File: src/rtl/alu6_sequencer_if.sv
// Command, result and downstream ALU signals of the 6-bit ALU sequencer.
// The slave modport is the sequencer's view; master is the surrounding environment.
interface alu6_sequencer_if;
    logic       cmd_valid;
    logic       cmd_ready;
    logic [1:0] cmd_op;
    logic [5:0] cmd_a;
    logic [5:0] cmd_b;
    logic [5:0] alu_a;
    logic [5:0] alu_b;
    logic       alu_carry_in;
    logic       alu_key;
    logic [5:0] alu_result;
    logic       alu_equal;
    logic       res_valid;
    logic       res_ready;
    logic [5:0] res_data;
    logic       res_eq;
    logic       res_ovf;
    logic [5:0] acc;

    modport slave (
        input  cmd_valid, cmd_op, cmd_a, cmd_b, alu_result, alu_equal, res_ready,
        output cmd_ready, alu_a, alu_b, alu_carry_in, alu_key,
               res_valid, res_data, res_eq, res_ovf, acc
    );

    modport master (
        output cmd_valid, cmd_op, cmd_a, cmd_b, alu_result, alu_equal, res_ready,
        input  cmd_ready, alu_a, alu_b, alu_carry_in, alu_key,
               res_valid, res_data, res_eq, res_ovf, acc
    );
endinterface

File: src/rtl/alu6_sequencer.sv
// Three-state sequencer driving an external 6-bit add/sub/compare unit:
// loads operands, captures one result per command and holds it until consumed.
module alu6_sequencer #(
    parameter logic [5:0] ACC_INIT = 6'b000000
) (
    input  logic             clk,
    input  logic             rst_n,
    alu6_sequencer_if.slave  bus
);
    typedef enum logic [1:0] {IDLE, EXEC, HOLD} state_t;
    typedef enum logic [1:0] {OP_ADD = 2'b00, OP_SUB = 2'b01, OP_CMP = 2'b10, OP_ACC = 2'b11} op_t;

    state_t state;
    op_t    op_q;
    op_t    cmd_op_e;
    logic   ovf;

    assign cmd_op_e = op_t'(bus.cmd_op);

    // Overflow judged on the raw operands; SUB compares against the uninverted B
    always_comb begin
        ovf = 1'b0;
        case (op_q)
            OP_ADD, OP_ACC: ovf = (bus.alu_a[5] == bus.alu_b[5]) && (bus.alu_result[5] != bus.alu_a[5]);
            OP_SUB:         ovf = (bus.alu_a[5] != bus.alu_b[5]) && (bus.alu_result[5] != bus.alu_a[5]);
            default:        ovf = 1'b0;
        endcase
    end

    always_ff @(posedge clk or negedge rst_n) begin
        if (!rst_n) begin
            state            <= IDLE;
            op_q             <= OP_ADD;
            bus.cmd_ready    <= 1'b1;
            bus.res_valid    <= 1'b0;
            bus.res_data     <= '0;
            bus.res_eq       <= 1'b0;
            bus.res_ovf      <= 1'b0;
            bus.alu_a        <= '0;
            bus.alu_b        <= '0;
            bus.alu_carry_in <= 1'b0;
            bus.alu_key      <= 1'b0;
            bus.acc          <= ACC_INIT;
        end else begin
            case (state)
                IDLE: begin
                    if (bus.cmd_valid) begin
                        op_q             <= cmd_op_e;
                        bus.alu_a        <= (cmd_op_e == OP_ACC) ? bus.acc : bus.cmd_a;
                        bus.alu_b        <= bus.cmd_b;
                        bus.alu_carry_in <= (cmd_op_e == OP_SUB);
                        bus.alu_key      <= (cmd_op_e == OP_CMP);
                        bus.cmd_ready    <= 1'b0;
                        state            <= EXEC;
                    end
                end
                EXEC: begin
                    bus.res_data  <= bus.alu_result;
                    bus.res_eq    <= bus.alu_equal;
                    bus.res_ovf   <= ovf;
                    if (op_q == OP_ACC)
                        bus.acc <= bus.alu_result;
                    bus.res_valid <= 1'b1;
                    state         <= HOLD;
                end
                HOLD: begin
                    if (bus.res_ready) begin
                        bus.res_valid <= 1'b0;
                        bus.cmd_ready <= 1'b1;
                        state         <= IDLE;
                    end
                end
                default: begin
                    bus.res_valid <= 1'b0;
                    bus.cmd_ready <= 1'b1;
                    state         <= IDLE;
                end
            endcase
        end
    end
endmodule

File: src/flat_wrapper.sv
// flat-port wrapper written by rule: the top's interface ports become plain ports
module alu6_sequencer_flat 
#(
    parameter logic [5:0] ACC_INIT = 6'b000000
)
  (clk, rst_n, bus_cmd_valid, bus_cmd_op, bus_cmd_a, bus_cmd_b, bus_alu_result, bus_alu_equal, bus_res_ready, bus_cmd_ready, bus_alu_a, bus_alu_b, bus_alu_carry_in, bus_alu_key, bus_res_valid, bus_res_data, bus_res_eq, bus_res_ovf, bus_acc);
  alu6_sequencer_if bus_i ();
  input  logic clk;
  input  logic rst_n;
  input wire logic [$bits(bus_i.cmd_valid)-1:0] bus_cmd_valid;
  input wire logic [$bits(bus_i.cmd_op)-1:0] bus_cmd_op;
  input wire logic [$bits(bus_i.cmd_a)-1:0] bus_cmd_a;
  input wire logic [$bits(bus_i.cmd_b)-1:0] bus_cmd_b;
  input wire logic [$bits(bus_i.alu_result)-1:0] bus_alu_result;
  input wire logic [$bits(bus_i.alu_equal)-1:0] bus_alu_equal;
  input wire logic [$bits(bus_i.res_ready)-1:0] bus_res_ready;
  output wire logic [$bits(bus_i.cmd_ready)-1:0] bus_cmd_ready;
  output wire logic [$bits(bus_i.alu_a)-1:0] bus_alu_a;
  output wire logic [$bits(bus_i.alu_b)-1:0] bus_alu_b;
  output wire logic [$bits(bus_i.alu_carry_in)-1:0] bus_alu_carry_in;
  output wire logic [$bits(bus_i.alu_key)-1:0] bus_alu_key;
  output wire logic [$bits(bus_i.res_valid)-1:0] bus_res_valid;
  output wire logic [$bits(bus_i.res_data)-1:0] bus_res_data;
  output wire logic [$bits(bus_i.res_eq)-1:0] bus_res_eq;
  output wire logic [$bits(bus_i.res_ovf)-1:0] bus_res_ovf;
  output wire logic [$bits(bus_i.acc)-1:0] bus_acc;
  assign bus_i.cmd_valid = bus_cmd_valid;
  assign bus_i.cmd_op = bus_cmd_op;
  assign bus_i.cmd_a = bus_cmd_a;
  assign bus_i.cmd_b = bus_cmd_b;
  assign bus_i.alu_result = bus_alu_result;
  assign bus_i.alu_equal = bus_alu_equal;
  assign bus_i.res_ready = bus_res_ready;
  assign bus_cmd_ready = bus_i.cmd_ready;
  assign bus_alu_a = bus_i.alu_a;
  assign bus_alu_b = bus_i.alu_b;
  assign bus_alu_carry_in = bus_i.alu_carry_in;
  assign bus_alu_key = bus_i.alu_key;
  assign bus_res_valid = bus_i.res_valid;
  assign bus_res_data = bus_i.res_data;
  assign bus_res_eq = bus_i.res_eq;
  assign bus_res_ovf = bus_i.res_ovf;
  assign bus_acc = bus_i.acc;
  alu6_sequencer #(.ACC_INIT(ACC_INIT)) u_core (.clk(clk), .rst_n(rst_n), .bus(bus_i));
endmodule
File: config.mk
export PLATFORM = sky130hd
export DESIGN_NAME = alu6_sequencer_flat
export DESIGN_NICKNAME = d
export VERILOG_FILES = /design/src/rtl/alu6_sequencer_if.sv /design/src/rtl/alu6_sequencer.sv /design/src/flat_wrapper.sv
export SDC_FILE = /design/constraint.sdc
export NUM_CORES = 1
export LEC_CHECK = 0
export CAP_MARGIN = 5
export CORE_UTILIZATION = 40
export DETAILED_ROUTE_END_ITERATION = 7
export PLACE_DENSITY = 0.75
export SLEW_MARGIN = 5
export SYNTH_ARGS = -nofsm -noshare
export SYNTH_HDL_FRONTEND = slang
export SYNTH_SLANG_ARGS = --single-unit
File: constraint.sdc
create_clock -name clk -period 4.3 [get_ports clk]
set_clock_uncertainty 0.15 [all_clocks]
set_input_delay 0.645 -clock clk [delete_from_list [all_inputs] [get_ports clk]]
set_output_delay 0.645 -clock clk [all_outputs]
set_load 0.01 [all_outputs]
# Word level (Yosys, flattened, before mapping)
# Cells that the tools add are included.
# W data, S select, Z words.
dict set report word_totals {
  ff_bits 34
  input_bits 25
  output_inout_bits 30
  elab_cells 46
}
dict set report op_classes {
  eq_ne 12
  n_mux 10
  bitwise 2
  reduce_logical 10
}
# op n
set op_table {}
lappend op_table {{$eq A2 B2 Y1 const B} 4}
lappend op_table {{$reduce_and A2 Y1} 4}
lappend op_table {{$eq A2 B1 Y1 const B} 3}
lappend op_table {{$mux W6} 1}
lappend op_table {{$pmux W1 S3} 2}
lappend op_table {{$pmux W2 S3} 1}
lappend op_table {{$logic_not A2 Y1} 2}
lappend op_table {{$mux W2} 2}
lappend op_table {{$ne A2 B2 Y1 const B} 2}
lappend op_table {{$mux W1} 3}
lappend op_table {{$reduce_and A3 Y1} 1}
lappend op_table {{$logic_and A1 B1 Y1} 2}
lappend op_table {{$ne A1 B1 Y1} 2}
lappend op_table {{$not A1 Y1} 2}
lappend op_table {{$pmux W1 S2} 1}
lappend op_table {{$reduce_or A2 Y1} 1}
lappend op_table {{$eq A1 B1 Y1} 1}

# Longest topological paths before layout
# Gate-level depths: netlist (run 1).
dict set report logic_depth {
  ltp_word 3
  mapped_depth 4
  ltp_nobuf 3
}

# Worst setup path before layout (run 1)
# Ideal clock, no wire load.
dict set report synth_path {
  path_kind {in2reg}
  startpoint {in bus_cmd_valid}
  endpoint {reg u_core.bus.alu_b[4]}
  setup_time_ps 127
  arrival_time_ps 1445
  required_time_ps 4023
  slack_ps 2578
  path_stages 3
  path_buffers 1
  cell_sequence {nor3b_4 -> buf_6 -> mux2_1}
}
dict set report synth_via {
  elab_chain_len 1
}
# item line_no
set synth_rtl {}
lappend synth_rtl {{start: declaration} flat_wrapper.sv:10} ;# input wire logic [$bits(bus_i.cmd_valid)-1:0] bus_cmd_valid;
lappend synth_rtl {{$reduce_and A2 Y1 (no source line)} n/a}
lappend synth_rtl {{end signal: assignment} alu6_sequencer.sv:50} ;# bus.alu_b <= bus.cmd_b;
lappend synth_rtl {{end: declaration} alu6_sequencer_if.sv:24} ;# output cmd_ready, alu_a, alu_b, alu_carry_in, alu_key,
# Every way passes these cells.
# A chain may end at the register's enable or synchronous reset.

# Worst setup path in the final report (run 1)
dict set report layout_path {
  startpoint {in bus_cmd_valid}
  endpoint {reg u_core.op_q[1]}
}
dict set report layout_via {
  elab_chain_len 1
}
# item line_no
set layout_rtl {}
lappend layout_rtl {{$reduce_and A2 Y1 (no source line)} n/a}
lappend layout_rtl {{end signal: assignment} alu6_sequencer.sv:48} ;# op_q <= cmd_op_e;
lappend layout_rtl {{end: declaration} alu6_sequencer.sv:14} ;# op_t op_q;
# Every way passes these cells.

==> results of run 1 <==
## area by class of cell
type / count / area, um2 / area share
inverters: 4 / 15.0 / 0.00743
flip-flops and latches: 34 / 852 / 0.422
multi-input cells: 61 / 490 / 0.243
repair buffers: 55 / 548 / 0.271
clock buffers: 7 / 55.1 / 0.0272
well taps: 44 / 55.1 / 0.0272
clock inverters: 1 / 5.00 / 0.00248
## metal layers
layer / part of all wire / global-route usage
met1: 0.41 / 0.199
met2: 0.49 / 0.287
met3: 0.090 / 0.0938
met4: 0.0075 / 0.0487
met5: 0 / 0
## cell usage in the layout (no fill, tap or decap), drive strengths merged
master,n
a211oi,1
a21oi,7
a32o,1
buf,1
clkbuf,7
clkdlybuf4s50,54
clkinv,1
dfrtp,33
dfstp,1
inv,4
mux2,20
mux2i,6
nand2,4
nand2b,1
nand3b,2
nand4,1
nor2,8
nor3b,1
o21ai,4
o22a,2
or3,1
xnor2,1
xor2,1
## worst paths after layout
check / slack, ns / end / startpoint
worst min-delay path: 0.35 / u_core.bus.alu_b[4] / u_core.bus.alu_b[4]
min in group asynchronous: 0.55 / u_core.bus.acc[5] / rst_n
worst max-delay path: 2.03 / u_core.op_q[1] / bus_cmd_valid
worst max register to register: 2.34 / u_core.op_q[1] / u_core.state[0]
worst min register to register: 0.35 / u_core.bus.alu_b[4] / u_core.bus.alu_b[4]
max in group asynchronous: 3.10 / u_core.bus.cmd_ready / rst_n
## state kept, by name, indices dropped and copies added, names as in the netlist
register	flops
u_core.bus.res_valid	1
u_core.bus.alu_b	6
u_core.state	2
u_core.bus.res_data	6
u_core.op_q	2
u_core.bus.cmd_ready	1
u_core.bus.alu_carry_in	1
u_core.bus.alu_key	1
u_core.bus.acc	6
u_core.bus.res_ovf	1
u_core.bus.alu_a	6
u_core.bus.res_eq	1
## per-stage QoR
| stage | cells | power [mW] |
|---|---|---|
| 4_1_cts | 206 | 1.43 |
| 2_1_floorplan | 102 | 0.889 |
| 3_3_place_gp | 198 | 1.23 |
| 3_5_place_dp | 198 | 1.25 |
| 5_1_grt | 206 | 1.51 |
| 6_report | 206 | 1.41 |
## worst register-to-register path, cell delays in order (launching register included)
cell and delay (ns):
dfrtp_1 0.47, nor3b_4 0.81, mux2_2 0.42
## power groups by stage
| stage | clock network [mW] | logic (mW) | registers, mW |
|---|---|---|---|
| 2_1_floorplan | 0 | 0.241 | 0.648 |
| 3_3_place_gp | 0 | 0.642 | 0.585 |
| 3_5_place_dp | 0 | 0.654 | 0.596 |
| 4_1_cts | 0.187 | 0.656 | 0.590 |
| 5_1_grt | 0.198 | 0.702 | 0.609 |
| 6_report | 0.181 | 0.646 | 0.586 |
## cells by family after synthesis
group / after synthesis / synth area share
compound gates: 15 / 0.0653
xor+xnor: 2 / 0.0127
buf+inv: 7 / 0.0263
flops: 34 / 0.618
mux: 26 / 0.207
simple gates: 18 / 0.0708
==> results.py, run 1 <==
metrics = {
    "final_layout": {
        "nets": 186,
        "fin_util": 0.641,
        "drive_gt1_frac": 0.179,
        "num-fill-cells": 275,
        "design_area_mm2": 0.00202,
        "area_growth_syn_to_layout_pct": 46.6,
        "antenna_cells": 0,
    },
    "floorplanning": {
        "die_x_um": 60.7,
        "initial_core_util": 0.437,
        "num_rows": 20,
        "die_y_um": 60.7,
        "core_area_mm2": 0.00315,
        "dieArea_mm2": 0.00369,
        "pin_count": 55,
    },
    "grt": {
        "antenna_found_initial": 0,
        "grt_max_degree": 35,
        "grt_first_pass_wirelength_mm": 4.53,
        "gr-total-overflow": 0,
        "track_usage": 0.175,
        "grt_pass1_vias": 1040,
    },
    "clock_network": {
        "cts_htree_levels": 2,
        "cts_tree": "done",
        "clock_latency_ns": 0.33,
        "post_cts_buffers": 0,
        "root_buffer": "clkbuf_4",
        "cts_resized": 0,
        "clkTransAtPathRegs_ns": 0.10,
        "cts-hold-fix-buffers": 0,
        "cts_made_buffers": 5,
        "cts_sinks": 34,
        "clockBufferDepth": 2,
    },
    "setup_path": {
        "cp-start-kind": "input pin",
        "worstPathBufferInverterCount": 1,
        "crit_type": "in2reg",
        "cp.depth": 3,
        "max_stage_delay_ns": 0.78,
        "cpLargestDelayFamily": "simple AND/OR/NAND/NOR gates",
        "critPathCaptureType": "flip-flop",
        "crit_path_cell_trace": "clkdlybuf4s50_1, nor3b_4, mux2_2",
        "path_max_fanout": 26,
        "arrival_ns": 2.34,
        "r2r_cells": 2,
        "cp.required_ns": 4.37,
        "cp_slowest_cell": "nor3b_4",
    },
    "sta": {
        "setup_viol_count_final": 0,
        "slew_viol_final": 0,
        "rsz0062_at_grt": "false",
        "hold_viol": 0,
        "fin_crit_sh": 0.527,
        "fmax_mhz": 441,
        "whs_ns": 0.350,
        "slew_headroom": 0.378,
        "setup_tns_ns": 0,
        "tightest_slew_ns": 0.932,
        "setup_ws_ns": 2.03,
        "min_period_ns": 2.27,
    },
    "synthesis": {
        "synth_common_cells": "dfrtp_1, mux2_2, nor2_1",
        "yosysMostFrequentCell": "dfrtp_1",
        "ys_seq_area_frac": 0.618,
        "syn-instance-count": 102,
        "yosysWarnings": 0,
        "async_reset_ff_frac": 1.00,
        "yosys.area.top_type_share": 0.599,
        "netlist_area_mm2": 0.00138,
        "syn-num-nets": 127,
        "synth.area.top_cells": "dfrtp_1, mux2_2, mux2i_1",
        "ys_types": 22,
        "ys_seq_elements": 34,
        "synth_ff_type": "dfrtp_1",
        "syn_area_per_cell_um2": 13.5,
        "synth-edff-count": 0,
        "synth_area_leader_cell": "dfrtp_1",
    },
    "power_and_ir_drop": {
        "switching_share": 0.321,
        "power_leakage_nw": 0.859,
        "p_int_mw": 0.959,
        "p_sw_mw": 0.454,
        "vdd_drop_max_mv": 0.307,
        "p_seq_frac": 0.415,
        "combPwrFrac": 0.457,
        "p_clk_frac": 0.128,
        "power_density_mw_per_mm2": 699,
    },
    "min_path": {
        "min_path_type": "reg2reg",
        "whs_path_depth": 1,
    },
    "drt": {
        "drcViolationCount": 0,
        "num_vias": 993,
        "antenna_left": 0,
        "routed_wl_mm": 2.79,
        "avgRoutedWirePerCell_um": 13.6,
        "drt_iter0_drc": 37,
        "dr.pass1.iters": 4,
        "vias_per_cell": 4.82,
    },
    "placed_design": {
        "dp_slack_ns": 1.64,
        "placed_area_mm2": 0.00196,
        "portBuffers": 54,
        "dpl.hpwl_mm": 2.04,
        "gp_congestion": 0.717,
    },
    "outcome": {
        "outcome": "complete, no violations",
    },
    "flow_run": {
        "drv_cap": 0,
    },
}
Power figures use the tool's default switching activity.
==> run 2: changes to the inputs <==
--- a/config.mk
+++ b/config.mk
@@ -6,9 +6,9 @@
 export NUM_CORES = 1
 export LEC_CHECK = 0
 export CAP_MARGIN = 5
-export CORE_UTILIZATION = 40
+export CORE_UTILIZATION = 38
 export DETAILED_ROUTE_END_ITERATION = 7
-export PLACE_DENSITY = 0.75
+export PLACE_DENSITY = 0.74
 export SLEW_MARGIN = 5
 export SYNTH_ARGS = -nofsm -noshare
 export SYNTH_HDL_FRONTEND = slang
==> constraint.sdc (replaced) <==
create_clock -name clk -period 2 [get_ports clk]
set_clock_uncertainty 0.15 [all_clocks]
set_input_delay 0.3 -clock clk [delete_from_list [all_inputs] [get_ports clk]]
set_output_delay 0.3 -clock clk [all_outputs]
set_load 0.01 [all_outputs]
==> run 2 against run 1 <==
  * Flip-flop and latch count is the same
  * Hold slack lost 0.18 ns
  * First-iteration DRC count shrank 59%
  * Final cell count grew 1.5%
  * Clock-buffer cell count is the same
  * Final area grew 0.74%
  * Critical path depth shrank 2
  * Power grew 110%
  * Via count grew 1.4%
  * Critical endpoint is now bus_cmd_ready
  * Largest power group unchanged
==> results.py, run 2 (synthesis results as in run 1) <==
metrics = {
    "outcome": {
        "outcome": "complete, no violations",
    },
    "floorplanning": {
        "dieArea_mm2": 0.00387,
        "pin_count": 55,
        "core_area_mm2": 0.00342,
        "die_x_um": 62.2,
        "initial_core_util": 0.404,
        "num_rows": 21,
        "die_y_um": 62.2,
    },
    "sta": {
        "setup_tns_ns": 0,
        "fin_crit_sh": 0.924,
        "slew_headroom": 0.644,
        "min_period_ns": 1.85,
        "whs_ns": 0.170,
        "tightest_slew_ns": 0.533,
        "setup_viol_count_final": 0,
        "fmax_mhz": 541,
        "slew_viol_final": 0,
        "hold_viol": 0,
        "rsz0062_at_grt": "false",
    },
    "grt": {
        "grt_first_pass_wirelength_mm": 5.08,
        "grt_max_degree": 27,
        "gr-total-overflow": 0,
        "track_usage": 0.170,
        "antenna_found_initial": 0,
        "grt_pass1_vias": 1135,
    },
    "final_layout": {
        "nets": 188,
        "final_cell_mix": "clkdlybuf4s50_1, dfrtp_1, mux2_2",
        "antenna_cells": 0,
        "drive_gt1_frac": 0.178,
        "area_growth_syn_to_layout_pct": 47.6,
        "layout_commonest_cell": "clkdlybuf4s50_1",
        "fin_util": 0.596,
        "design_area_mm2": 0.00204,
    },
    "drt": {
        "routed_wl_mm": 2.88,
        "dr.pass1.iters": 4,
        "drcViolationCount": 0,
        "avgRoutedWirePerCell_um": 13.8,
        "antenna_left": 0,
        "num_vias": 1007,
        "drt_iter0_drc": 15,
        "vias_per_cell": 4.82,
    },
    "setup_path": {
        "path_max_fanout": 3,
        "r2r_cells": 3,
        "r2r_end": "u_core.bus.acc[3]",
        "cp.depth": 1,
        "worstPathBufferInverterCount": 1,
        "critPathCaptureType": "primary output",
        "ff2ff_setup_slack_ns": 0.42,
        "crit_path_cell_trace": "clkdlybuf4s50_1",
        "crit_type": "reg2out",
        "cp.required_ns": 1.55,
        "cpLargestDelayFamily": "flip-flops",
        "arrival_ns": 1.40,
        "max_stage_delay_ns": 0.55,
        "startpoint": "u_core.bus.cmd_ready",
        "critPathCapture": "bus_cmd_ready",
        "r2r_start": "u_core.state[1]",
        "cp_slowest_cell": "dfstp_2",
        "cp-start-kind": "flip-flop",
    },
    "power_and_ir_drop": {
        "p_clk_frac": 0.111,
        "vdd_drop_max_mv": 0.619,
        "power_leakage_nw": 0.863,
        "power_density_mw_per_mm2": 1490,
        "p_int_mw": 2.05,
        "p_sw_mw": 0.980,
        "switching_share": 0.324,
        "fin_total_pwr_mw": 3.03,
        "p_seq_frac": 0.417,
        "combPwrFrac": 0.472,
    },
    "clock_network": {
        "cts_made_buffers": 5,
        "clockBufferDepth": 2,
        "clock_latency_ns": 0.32,
        "clkTransAtPathRegs_ns": 0.09,
        "cts_resized": 0,
        "cts_htree_levels": 2,
        "cts_tree": "done",
        "cts_sinks": 34,
        "root_buffer": "clkbuf_4",
        "post_cts_buffers": 0,
        "cts-hold-fix-buffers": 0,
    },
    "min_path": {
        "min_path_type": "in2async",
    },
    "placed_design": {
        "placed_area_mm2": 0.00199,
        "gp_congestion": 0.716,
        "portBuffers": 54,
        "dpl.hpwl_mm": 2.18,
    },
    "flow_run": {
        "drv_cap": 0,
    },
}
run 2: cell types whose count changed in the layout (fill, tap and decap cells not counted), sizes merged:
| cell | delta |
|---|---|
| buf | +2 |
| clkinv | -1 |
run 2: how the worst min path moves through the flow:
stage / slack (ns) / start / endpoint
6_report: 0.17 / rst_n / u_core.bus.res_data[5]
5_1_grt: 0.19 / rst_n / u_core.bus.res_data[5]
4_1_cts: 0.17 / rst_n / u_core.bus.res_data[4]
3_5_place_dp: 0.33 / u_core.bus.alu_b[4] / u_core.bus.alu_b[4]
3_3_place_gp: 0.33 / u_core.bus.alu_b[4] / u_core.bus.alu_b[4]
2_1_floorplan: -0.15 / rst_n / u_core.bus.acc[0]
run 2: cell type report:
class	count	area, um2
Clock buffer	7	45.0
Fill cell	288	1380
Sequential cell	34	852
Inverter	4	15.0
Tap cell	46	57.6
Multi-Input combinational cell	61	490
Timing Repair Buffer	57	576
run 2: routing by layer:
metal | part of all wire | GRT usage
met4 | 0.010 | 0.0523
met1 | 0.40 | 0.192
met3 | 0.073 | 0.0809
met2 | 0.51 | 0.286
met5 | 0 | 0
run 2: per-stage QoR:
stage	worst slack, ns	cells
6_report	0.153	209
5_1_grt	0.106	209
3_3_place_gp	0.203	202
2_1_floorplan	0.456	102
3_5_place_dp	0.165	202
4_1_cts	0.138	209
run 2: power groups by stage:
stage	clock network [mW]	logic [mW]	registers, mW
3_3_place_gp	0	1.40	1.27
5_1_grt	0.385	1.53	1.31
4_1_cts	0.350	1.45	1.26
2_1_floorplan	0	0.518	1.39
3_5_place_dp	0	1.45	1.28
6_report	0.336	1.43	1.26
==> run 3: changes to the inputs <==
--- a/config.mk
+++ b/config.mk
@@ -8,6 +8,7 @@
 export CAP_MARGIN = 5
 export CORE_UTILIZATION = 38
 export DETAILED_ROUTE_END_ITERATION = 7
+export HOLD_SLACK_MARGIN = 0.1
 export PLACE_DENSITY = 0.74
 export SLEW_MARGIN = 5
 export SYNTH_ARGS = -nofsm -noshare
==> results of run 3 <==
The final DEF is identical to that of run 2; final timing and power are the same.
